$ cat src/rtl/switch_debouncer.sv
// Per-channel switch conditioner: two-flop synchroniser, tick-based stability
// qualification, clean level output plus a one-clk change pulse.
module switch_debouncer #(
    parameter int unsigned WIDTH        = 8,
    parameter int unsigned TICK_DIV     = 50000,
    parameter int unsigned STABLE_TICKS = 10
) (
    input  logic             clk,
    input  logic             reset_n,
    input  logic [WIDTH-1:0] sw_raw,
    output logic [WIDTH-1:0] sw_debounced,
    output logic [WIDTH-1:0] sw_changed,
    output logic             sample_tick
);

    localparam int unsigned DIV_W = (TICK_DIV > 1) ? $clog2(TICK_DIV) : 1;
    localparam int unsigned CNT_W = (STABLE_TICKS > 1) ? $clog2(STABLE_TICKS) : 1;
    localparam logic [DIV_W-1:0] DIV_MAX = DIV_W'(TICK_DIV - 1);
    localparam logic [CNT_W-1:0] CNT_MAX = CNT_W'(STABLE_TICKS - 1);

    logic [WIDTH-1:0] sync1;
    logic [WIDTH-1:0] sync2;
    logic [DIV_W-1:0] div_cnt;
    logic [CNT_W-1:0] cnt      [WIDTH];
    logic [CNT_W-1:0] cnt_next [WIDTH];
    logic [WIDTH-1:0] deb_next;
    logic [WIDTH-1:0] chg_next;

    // Metastability guard for the asynchronous pins.
    always_ff @(posedge clk or negedge reset_n) begin
        if (!reset_n) begin
            sync1 <= '0;
            sync2 <= '0;
        end else begin
            sync1 <= sw_raw;
            sync2 <= sync1;
        end
    end

    // Free-running prescaler; the tick is registered off the terminal count.
    always_ff @(posedge clk or negedge reset_n) begin
        if (!reset_n) begin
            div_cnt     <= '0;
            sample_tick <= 1'b0;
        end else if (div_cnt == DIV_MAX) begin
            div_cnt     <= '0;
            sample_tick <= 1'b1;
        end else begin
            div_cnt     <= div_cnt + DIV_W'(1);
            sample_tick <= 1'b0;
        end
    end

    // A return to the accepted level restarts qualification on any clk.
    always_comb begin
        deb_next = sw_debounced;
        chg_next = '0;
        for (int unsigned i = 0; i < WIDTH; i++) begin
            cnt_next[i] = cnt[i];
            if (sync2[i] == sw_debounced[i]) begin
                cnt_next[i] = '0;
            end else if (sample_tick) begin
                if (cnt[i] == CNT_MAX) begin
                    deb_next[i] = sync2[i];
                    cnt_next[i] = '0;
                    chg_next[i] = 1'b1;
                end else begin
                    cnt_next[i] = cnt[i] + CNT_W'(1);
                end
            end
        end
    end

    always_ff @(posedge clk or negedge reset_n) begin
        if (!reset_n) begin
            sw_debounced <= '0;
            sw_changed   <= '0;
            for (int unsigned i = 0; i < WIDTH; i++) begin
                cnt[i] <= '0;
            end
        end else begin
            sw_debounced <= deb_next;
            sw_changed   <= chg_next;
            for (int unsigned i = 0; i < WIDTH; i++) begin
                cnt[i] <= cnt_next[i];
            end
        end
    end

endmodule

$ cat config.mk
export PLATFORM = sky130hd
export DESIGN_NAME = switch_debouncer
export DESIGN_NICKNAME = d
export VERILOG_FILES = /design/src/rtl/switch_debouncer.sv
export SDC_FILE = /design/constraint.sdc
export NUM_CORES = 1
export LEC_CHECK = 0
export ABC_AREA = 1
export CAP_MARGIN = 10
export CORE_AREA = 5 5 96 98
export DETAILED_ROUTE_END_ITERATION = 10
export DIE_AREA = 0 0 101 103
export GPL_TIMING_DRIVEN = 0
export HOLD_SLACK_MARGIN = 0.1
export PLACE_DENSITY = 0.7
export SLEW_MARGIN = 5
export SYNTH_ARGS = -nofsm -noshare
export SYNTH_HDL_FRONTEND = slang
export SYNTH_SLANG_ARGS = --single-unit
$ cat constraint.sdc
create_clock -name clk -period 2.3 [get_ports clk]
set_clock_uncertainty 0.15 [all_clocks]
set_input_delay 0.345 -clock clk [delete_from_list [all_inputs] [get_ports clk]]
set_output_delay 0.345 -clock clk [all_outputs]
set_load 0.02 [all_outputs]
# Word-level counts from Yosys, hierarchy flattened
# Index checks and enable logic that the tools add are counted.
# word_totals
ff_bits,81
latch_bits,0
ramBits,0
mem_bits_ro,0
out_inout_bits,17
wordCells,121
mem_count,0
# op_classes
addsub,9
n_mul,0
div,0
order_cmp,0
n_eq_ne,17
n_shift,0
n_mux,50
bitwise_logic,8
n_reduce_logical,16
# op_table
op,count
2-to-1 mux 4 bit,24
adder 4 x 1 -> 4 bit (second input constant),8
equality test 4 bit (second input constant),8
2-to-1 mux 1 bit,25
AND reduction 3 bit,8
adder 16 x 1 -> 16 bit (second input constant),1
equality test 16 bit (second input constant),1
2-to-1 mux 16 bit,1
nonzero test 2 bit,8
equality test 1 bit,8
inverter 1 bit,8

# Logic depth before layout (Yosys ltp)
# Gate-level depths: netlist of run 1.
# depth
ltp_word,4
mapped_depth,8
depth_no_buf,8

# Least setup slack after synthesis of run 1
# Ideal clock, no wire load.
# synth_timing
kind,reg-to-reg
startpoint,register div_cnt[0]
endpoint,register div_cnt[14]
setup_time_ns,0.069
t_arrival_ns,1.165
slack_ns,0.916
path_stages_with_launch,9
n_path_buf,0
period_less_slack_ns,1.384
cell_sequence,dfrtp_1 ha_1 nand2_1 inv_1 nand2_1 nor2_1 nand3_1 nand2_1 nor2_2
# synth_via
elab_chain_cells,2
word_cells_on_any_way,3
# synth_rtl
element,line_no,text
from (decl),23,logic [DIV_W-1:0] div_cnt;
from (signal assigned),49,div_cnt <= div_cnt + DIV_W'(1);
adder 16 x 1 -> 16 bit or equality test 16 bit (tied branches),"49, 45",
2-to-1 mux 16 bit (*),45,end else if (div_cnt == DIV_MAX) begin
# Every way passes the cells marked *; elsewhere a longest branch is shown, timed or not.
# A chain may end at the register's enable or synchronous reset.

# Worst setup path after layout of run 1
# layout_timing
startpoint,register sw_debounced[7]
endpoint,output port sw_debounced[7]
# layout_rtl
element,line_no,text
from (decl),11,"output logic [WIDTH-1:0] sw_debounced,"
from (signal assigned),82,sw_debounced <= deb_next;
# No word-level cell between the ends.

==> results.sh, run 1 <==
export IMPL_end_kind="output pin"
export IMPL_fin_cells=535
export IMPL_critPathTopFamily="buffers and inverters"
export IMPL_setup_violations=0
export IMPL_combPwrFrac=0.026
export IMPL_root_buffer="clkbuf_8"
export IMPL_overflow=0
export IMPL_core_area_um2=8381
export IMPL_dp_hpwl_um=4195
export IMPL_yosysWarnings=0
export IMPL_p_switching_mw=0.5849
export IMPL_total_leakage_power_nw=2.095
export IMPL_viasPerCell=4.753
export IMPL_insertedDiodeCount=0
export IMPL_port_buffers=26
export IMPL_die_w_um=101
export IMPL_num_rows=34
export IMPL_cts_tree="yes"
export IMPL_dp_cells=518
export IMPL_synth_area_per_cell_um2=9.471
export IMPL_worstSkewPairLatency_ns=0.35
export IMPL_layout_commonest_cell="nand2_1"
export IMPL_antenna_left=0
export IMPL_drive_gt1_frac=0.07026
export IMPL_clock_power_share=0.408
export IMPL_synth_fp_nets=410
export IMPL_swShare=0.2290
export IMPL_slew_viol_final=0
export IMPL_timing_final_hold_violations=0
export IMPL_filler_cell_count=764
export IMPL_worstMarginPinSlew_ns=0.3427
export IMPL_cp_required_ns=1.80
export IMPL_finalPower_mw=2.554
export IMPL_first_pass_iters=4
export IMPL_relSlewSlack=0.7716
export IMPL_grt_pass1_wl_um=10430
export IMPL_grt_max_degree=58
export IMPL_die_area_um2=10400
export IMPL_cts_max_level=3
export IMPL_p_per_area_nw_per_um2=599.8
export IMPL_clockBufferDepth=2
export IMPL_crit_fanout=3
export IMPL_synth_seq_area_share=0.5588
export IMPL_start_util=0.4328
export IMPL_crit_arrival_ns=1.37
export IMPL_crit_buf_inv=1
export IMPL_cp_start_kind="flip-flop"
export IMPL_wl_um=6016
export IMPL_hp_class="flip-flop to flip-flop"
export IMPL_grt_usage=0.1260
export IMPL_period_minus_slack_ns=1.868
export IMPL_layout_nets=449
export IMPL_cts_resized=0
export IMPL_path_class="flip-flop to output pin"
export IMPL_layout_common_cells="nand2_1 (85), dfrtp_1 (81), inv_1 (52)"
export IMPL_antenna_found_initial=0
export IMPL_area_growth_pct=17.39
export IMPL_drtIter0Drc=93
export IMPL_cts_sinks=81
export IMPL_drc=0
export IMPL_cpPeakStageDelay_ns=0.62
export IMPL_synthCells=383
export IMPL_die_y_um=103
export IMPL_clk_pin_slew_ns=0.09
export IMPL_numCtsBuffers=9
export IMPL_vias=2543
export IMPL_drt_wirelength_per_cell_um=11.24
export IMPL_critPathSlowestCell="clkdlybuf4s50_1"
export IMPL_io_pins=27
export IMPL_synth_cell_types=22
export IMPL_period_share=0.8123
export IMPL_status="complete, no violations"
export IMPL_fmax_mhz=535.2
export IMPL_drv_cap=0
export IMPL_power_internal_mw=1.969
export IMPL_grt_pass1_vias=2439
export IMPL_pwr_share_seq=0.565
export IMPL_rsz0062_at_grt="no"
export IMPL_synth_seq_cells=81
export IMPL_place_gp_congestion=0.7697
export IMPL_cp_cell_sequence="clkdlybuf4s50_1"
export IMPL_netlist_area_um2=3627
export IMPL_irDropWorstVdd_mv=0.3149
[Yosys cell counts, drive strengths merged]
| cell | count | area (µm²) |
|---|---|---|
| a21oi | 2 | 10.01 |
| buf | 2 | 18.77 |
| dfrtp | 81 | 2027 |
| ha | 17 | 212.7 |
| inv | 53 | 198.9 |
| nand2 | 88 | 337.8 |
| nand3 | 33 | 175.2 |
| nand4 | 1 | 6.260 |
| nor2 | 39 | 161.4 |
| nor3 | 1 | 5.000 |
| nor3b | 1 | 7.510 |
| o21ai | 16 | 80.08 |
| o21bai | 2 | 15.01 |
| o22ai | 16 | 100.1 |
| xnor2 | 9 | 78.83 |
| xor2 | 22 | 192.7 |
[power by group through the flow]
| stage | logic, mW | clock network (mW) | registers [mW] |
|---|---|---|---|
| after global routing | 0.0776 | 1.13 | 1.45 |
| after detailed placement | 0.0687 | 0 | 1.47 |
| after floorplan | 0.0160 | 0 | 1.47 |
| final | 0.0675 | 1.04 | 1.44 |
| after CTS | 0.0704 | 1.08 | 1.44 |
| after global placement | 0.0621 | 0 | 1.47 |
[sequential cells by signal, summed over array words and instances (netlist names)]
signal	flops
cnt	32
div_cnt	16
sw_changed	8
sw_debounced	8
sync1	8
sync2	8
sample_tick	1
[layer usage]
layer / global-route usage / up-vias / part of all wire
met5: 0 / - / 0
met4: 0.05112 / 0 / 0.015
met3: 0.03924 / 9 / 0.051
met2: 0.2132 / 52 / 0.48
met1: 0.1501 / 1190 / 0.46
li1: - / 1292 / -
[what timing repair did]
item	4_1_cts	5_1_grt
buffers inserted	0	0
setup endpoints to repair	0	0
endpoints found under the hold margin	24	0
hold buffers	1	0
[through the flow]
stage | utilization | setup WS (ns) | setup TNS [ns] | hold WS (ns) | cell area, µm²
after detailed placement | 0.4830 | 0.7313 | 0 | 0.1292 | 4048
after floorplan | - | 0.9159 | 0 | -0.1006 | 3627
final | 0.5081 | 0.4316 | 0 | 0.2067 | 4258
after global placement | 0.4800 | -2.118 | -171.19 | 0.1862 | 4023
after CTS | 0.5081 | 0.4079 | 0 | 0.2094 | 4258
after global routing | 0.5081 | 0.3833 | 0 | 0.2108 | 4258
[final timing paths]
check	startpoint	end	slack, ns	cells past startpoint
min in group asynchronous	reset_n	cnt[18]	0.28	2
max in group asynchronous	reset_n	div_cnt[9]	1.14	3
worst min register to register	sync1[1]	sync2[1]	0.21	0
worst min-delay path	sync1[1]	sync2[1]	0.21	0
worst max register to register	div_cnt[0]	div_cnt[14]	0.74	8
worst max-delay path	sw_debounced[7]	sw_debounced[7]	0.43	1
[cell families after synthesis]
logic type	after synthesis	synth area share
buffers and inverters	55	0.06002
adder cells (fa/ha/maj)	17	0.05864
flip-flops	81	0.5588
AO/OA/AOI/OAI	36	0.05657
AND/OR/NAND/NOR	163	0.1911
XOR/XNOR	31	0.07485
[area by class of cell]
cell class	count	area (µm²)	share of cell area
Clock buffer	9	123.9	0.02909
Timing Repair Buffer	28	295.3	0.06935
Clock inverter	7	76.32	0.01793
Tap cell	108	135.1	0.03174
Inverter	53	198.9	0.04672
Multi-Input combinational cell	247	1383	0.3247
Sequential cell	81	2027	0.4761
Buffer	2	18.77	0.004408
Power figures use the tool's default switching activity.
==> inputs of run 2 (changes only) <==
PLACE_DENSITY = 0.73   (was 0.7)
clock period = 1.7 ns   (was 2.3 ns; I/O delays follow)
==> run 2 against run 1 <==
Core utilization up 0.090 points. Combinational power up 35%. Via count up 1.4%. Clock power up 35%. Critical path depth up 7. First-iteration DRC count down 6.5%. Largest power group unchanged.
==> results.sh, run 2 (synthesis results as in run 1) <==
export IMPL_status="complete, no violations"
export IMPL_drt_wirelength_per_cell_um=11.81
export IMPL_clockBufferDepth=2
export IMPL_fmax_mhz=655.5
export IMPL_cp_start_kind="flip-flop"
export IMPL_numCtsBuffers=9
export IMPL_rr_worst_depth=8
export IMPL_insertedDiodeCount=0
export IMPL_cts_tree="yes"
export IMPL_period_minus_slack_ns=1.526
export IMPL_timing_final_hold_violations=0
export IMPL_num_rows=34
export IMPL_grt_usage=0.1345
export IMPL_irDropWorstVdd_mv=0.4082
export IMPL_end_kind="flip-flop"
export IMPL_r2r_start="div_cnt[0]"
export IMPL_grt_met3_usage=0.02639
export IMPL_path_class="flip-flop to flip-flop"
export IMPL_total_leakage_power_nw=2.265
export IMPL_vias=2579
export IMPL_top_regs="cnt: 32 flops, div_cnt: 16 flops"
export IMPL_period_share=0.8974
export IMPL_first_pass_iters=4
export IMPL_r2r_slack_ns=0.17
export IMPL_slew_viol_final=0
export IMPL_layout_commonest_cell="nand2_1"
export IMPL_p_per_area_nw_per_um2=807.9
export IMPL_place_ws_ns=0.09343
export IMPL_drtIter0Drc=87
export IMPL_viasPerCell=4.821
export IMPL_cts_sinks=81
export IMPL_setup_violations=0
export IMPL_place_gp_congestion=0.8276
export IMPL_regMostFlops="cnt"
export IMPL_grt_max_degree=71
export IMPL_drv_cap=0
export IMPL_port_buffers=26
export IMPL_fin_cells=535
export IMPL_largest_register_ffs=32
export IMPL_crit_arrival_ns=1.61
export IMPL_worstMarginPinSlew_ns=0.3376
export IMPL_finalPower_mw=3.446
export IMPL_grt_pass1_vias=2561
export IMPL_worst_slack_ns=0.1745
export IMPL_hold_ws_ns=0.1412
export IMPL_use_met2=0.2324
export IMPL_die_y_um=103
export IMPL_grt_pass1_wl_um=11100
export IMPL_clk_pin_slew_ns=0.08
export IMPL_area_growth_pct=17.59
export IMPL_layout_common_cells="nand2_1 (85), dfrtp_1 (81), inv_1 (52)"
export IMPL_dp_cells=518
export IMPL_dp_hpwl_um=4423
export IMPL_drc=0
export IMPL_cp_required_ns=1.79
export IMPL_fin_util=0.5090
export IMPL_rsz0062_at_grt="no"
export IMPL_root_buffer="clkbuf_8"
export IMPL_core_area_um2=8381
export IMPL_antenna_left=0
export IMPL_overflow=0
export IMPL_crit_fanout=5
export IMPL_die_w_um=101
export IMPL_grt_busiest_layer="met2"
export IMPL_wl_um=6320
export IMPL_reg2reg_to="div_cnt[14]"
export IMPL_cts_max_level=3
export IMPL_hp_class="input pin to async pin"
export IMPL_layout_nets=449
export IMPL_use_met1=0.1649
export IMPL_io_pins=27
export IMPL_antenna_found_initial=0
export IMPL_drive_gt1_frac=0.07260
export IMPL_worstSkewPairLatency_ns=0.35
export IMPL_die_area_um2=10400
export IMPL_start_util=0.4328
export IMPL_relSlewSlack=0.7749
[run 2: cell count changes in the layout (fill, tap and decap cells not counted), sizes merged]
cell,delta
clkinvlp,-1
dlygate4sd2,+11
clkinv,+1
clkdlybuf4s50,-17
dlymetal6s2s,+6
[run 2: timing repair]
item / CTS / global route
pin swaps: 0 / 1
buffers inserted: 0 / 0
hold buffers: 1 / 0
resized for setup: 11 / 7
endpoints found under the setup margin: 11 / 10
endpoints found under the hold margin: 81 / 0
[run 2: per-stage QoR]
step | area (µm²) | setup TNS, ns
2_1_floorplan | 3627 | 0
3_5_place_dp | 4048 | 0
6_report | 4265 | 0
3_3_place_gp | 4023 | -209.61
4_1_cts | 4245 | 0
5_1_grt | 4265 | 0
[run 2: how the worst max path moves through the flow]
stage                             start             to  slack (ns)  cells after the start
final                        div_cnt[0]    div_cnt[14]        0.17                      8
after global routing         div_cnt[0]    div_cnt[15]       0.001                      8
after CTS                 sw_changed[2]  sw_changed[2]       0.006                      1
after detailed placement     div_cnt[0]    div_cnt[15]        0.09                      8
after global placement          reset_n    div_cnt[13]       -2.59                      1
after floorplan              div_cnt[0]    div_cnt[14]        0.32                      8
[run 2: area by class of cell]
class                   count  area, µm²
fillers                   752       4115
flip-flops and latches     81       2027
multi-input cells         247       1388
repair buffers             28      296.5
inverters                  53      198.9
well taps                 108      135.1
clock buffers               9      123.9
clock inverters             7      77.57
plain buffers               2      18.77
[run 2: power by group]
part / internal, mW / leakage [nW] / switching, mW
Clock: 0.691 / 0.100 / 0.710
Combinational: 0.0324 / 1.08 / 0.0588
Sequential: 1.94 / 1.08 / 0.00966
Total: 2.67 / 2.27 / 0.779
[run 2: per-layer routing]
metal  vias to the layer above  part of all wire
li1                       1285                 -
met2                        44              0.49
met1                      1240              0.45
met4                         0             0.014
met3                        10             0.039
met5                         -                 0
[run 2: worst max-delay path, stage by stage (launching register included)]
cell and delay (ns):
dfrtp_1 0.38, ha_1 0.18, nand2_1 0.10, inv_1 0.10, nand2_1 0.08, nor2_1 0.15, nand3_2 0.15, nand2_1 0.11
nor2_2 0.03
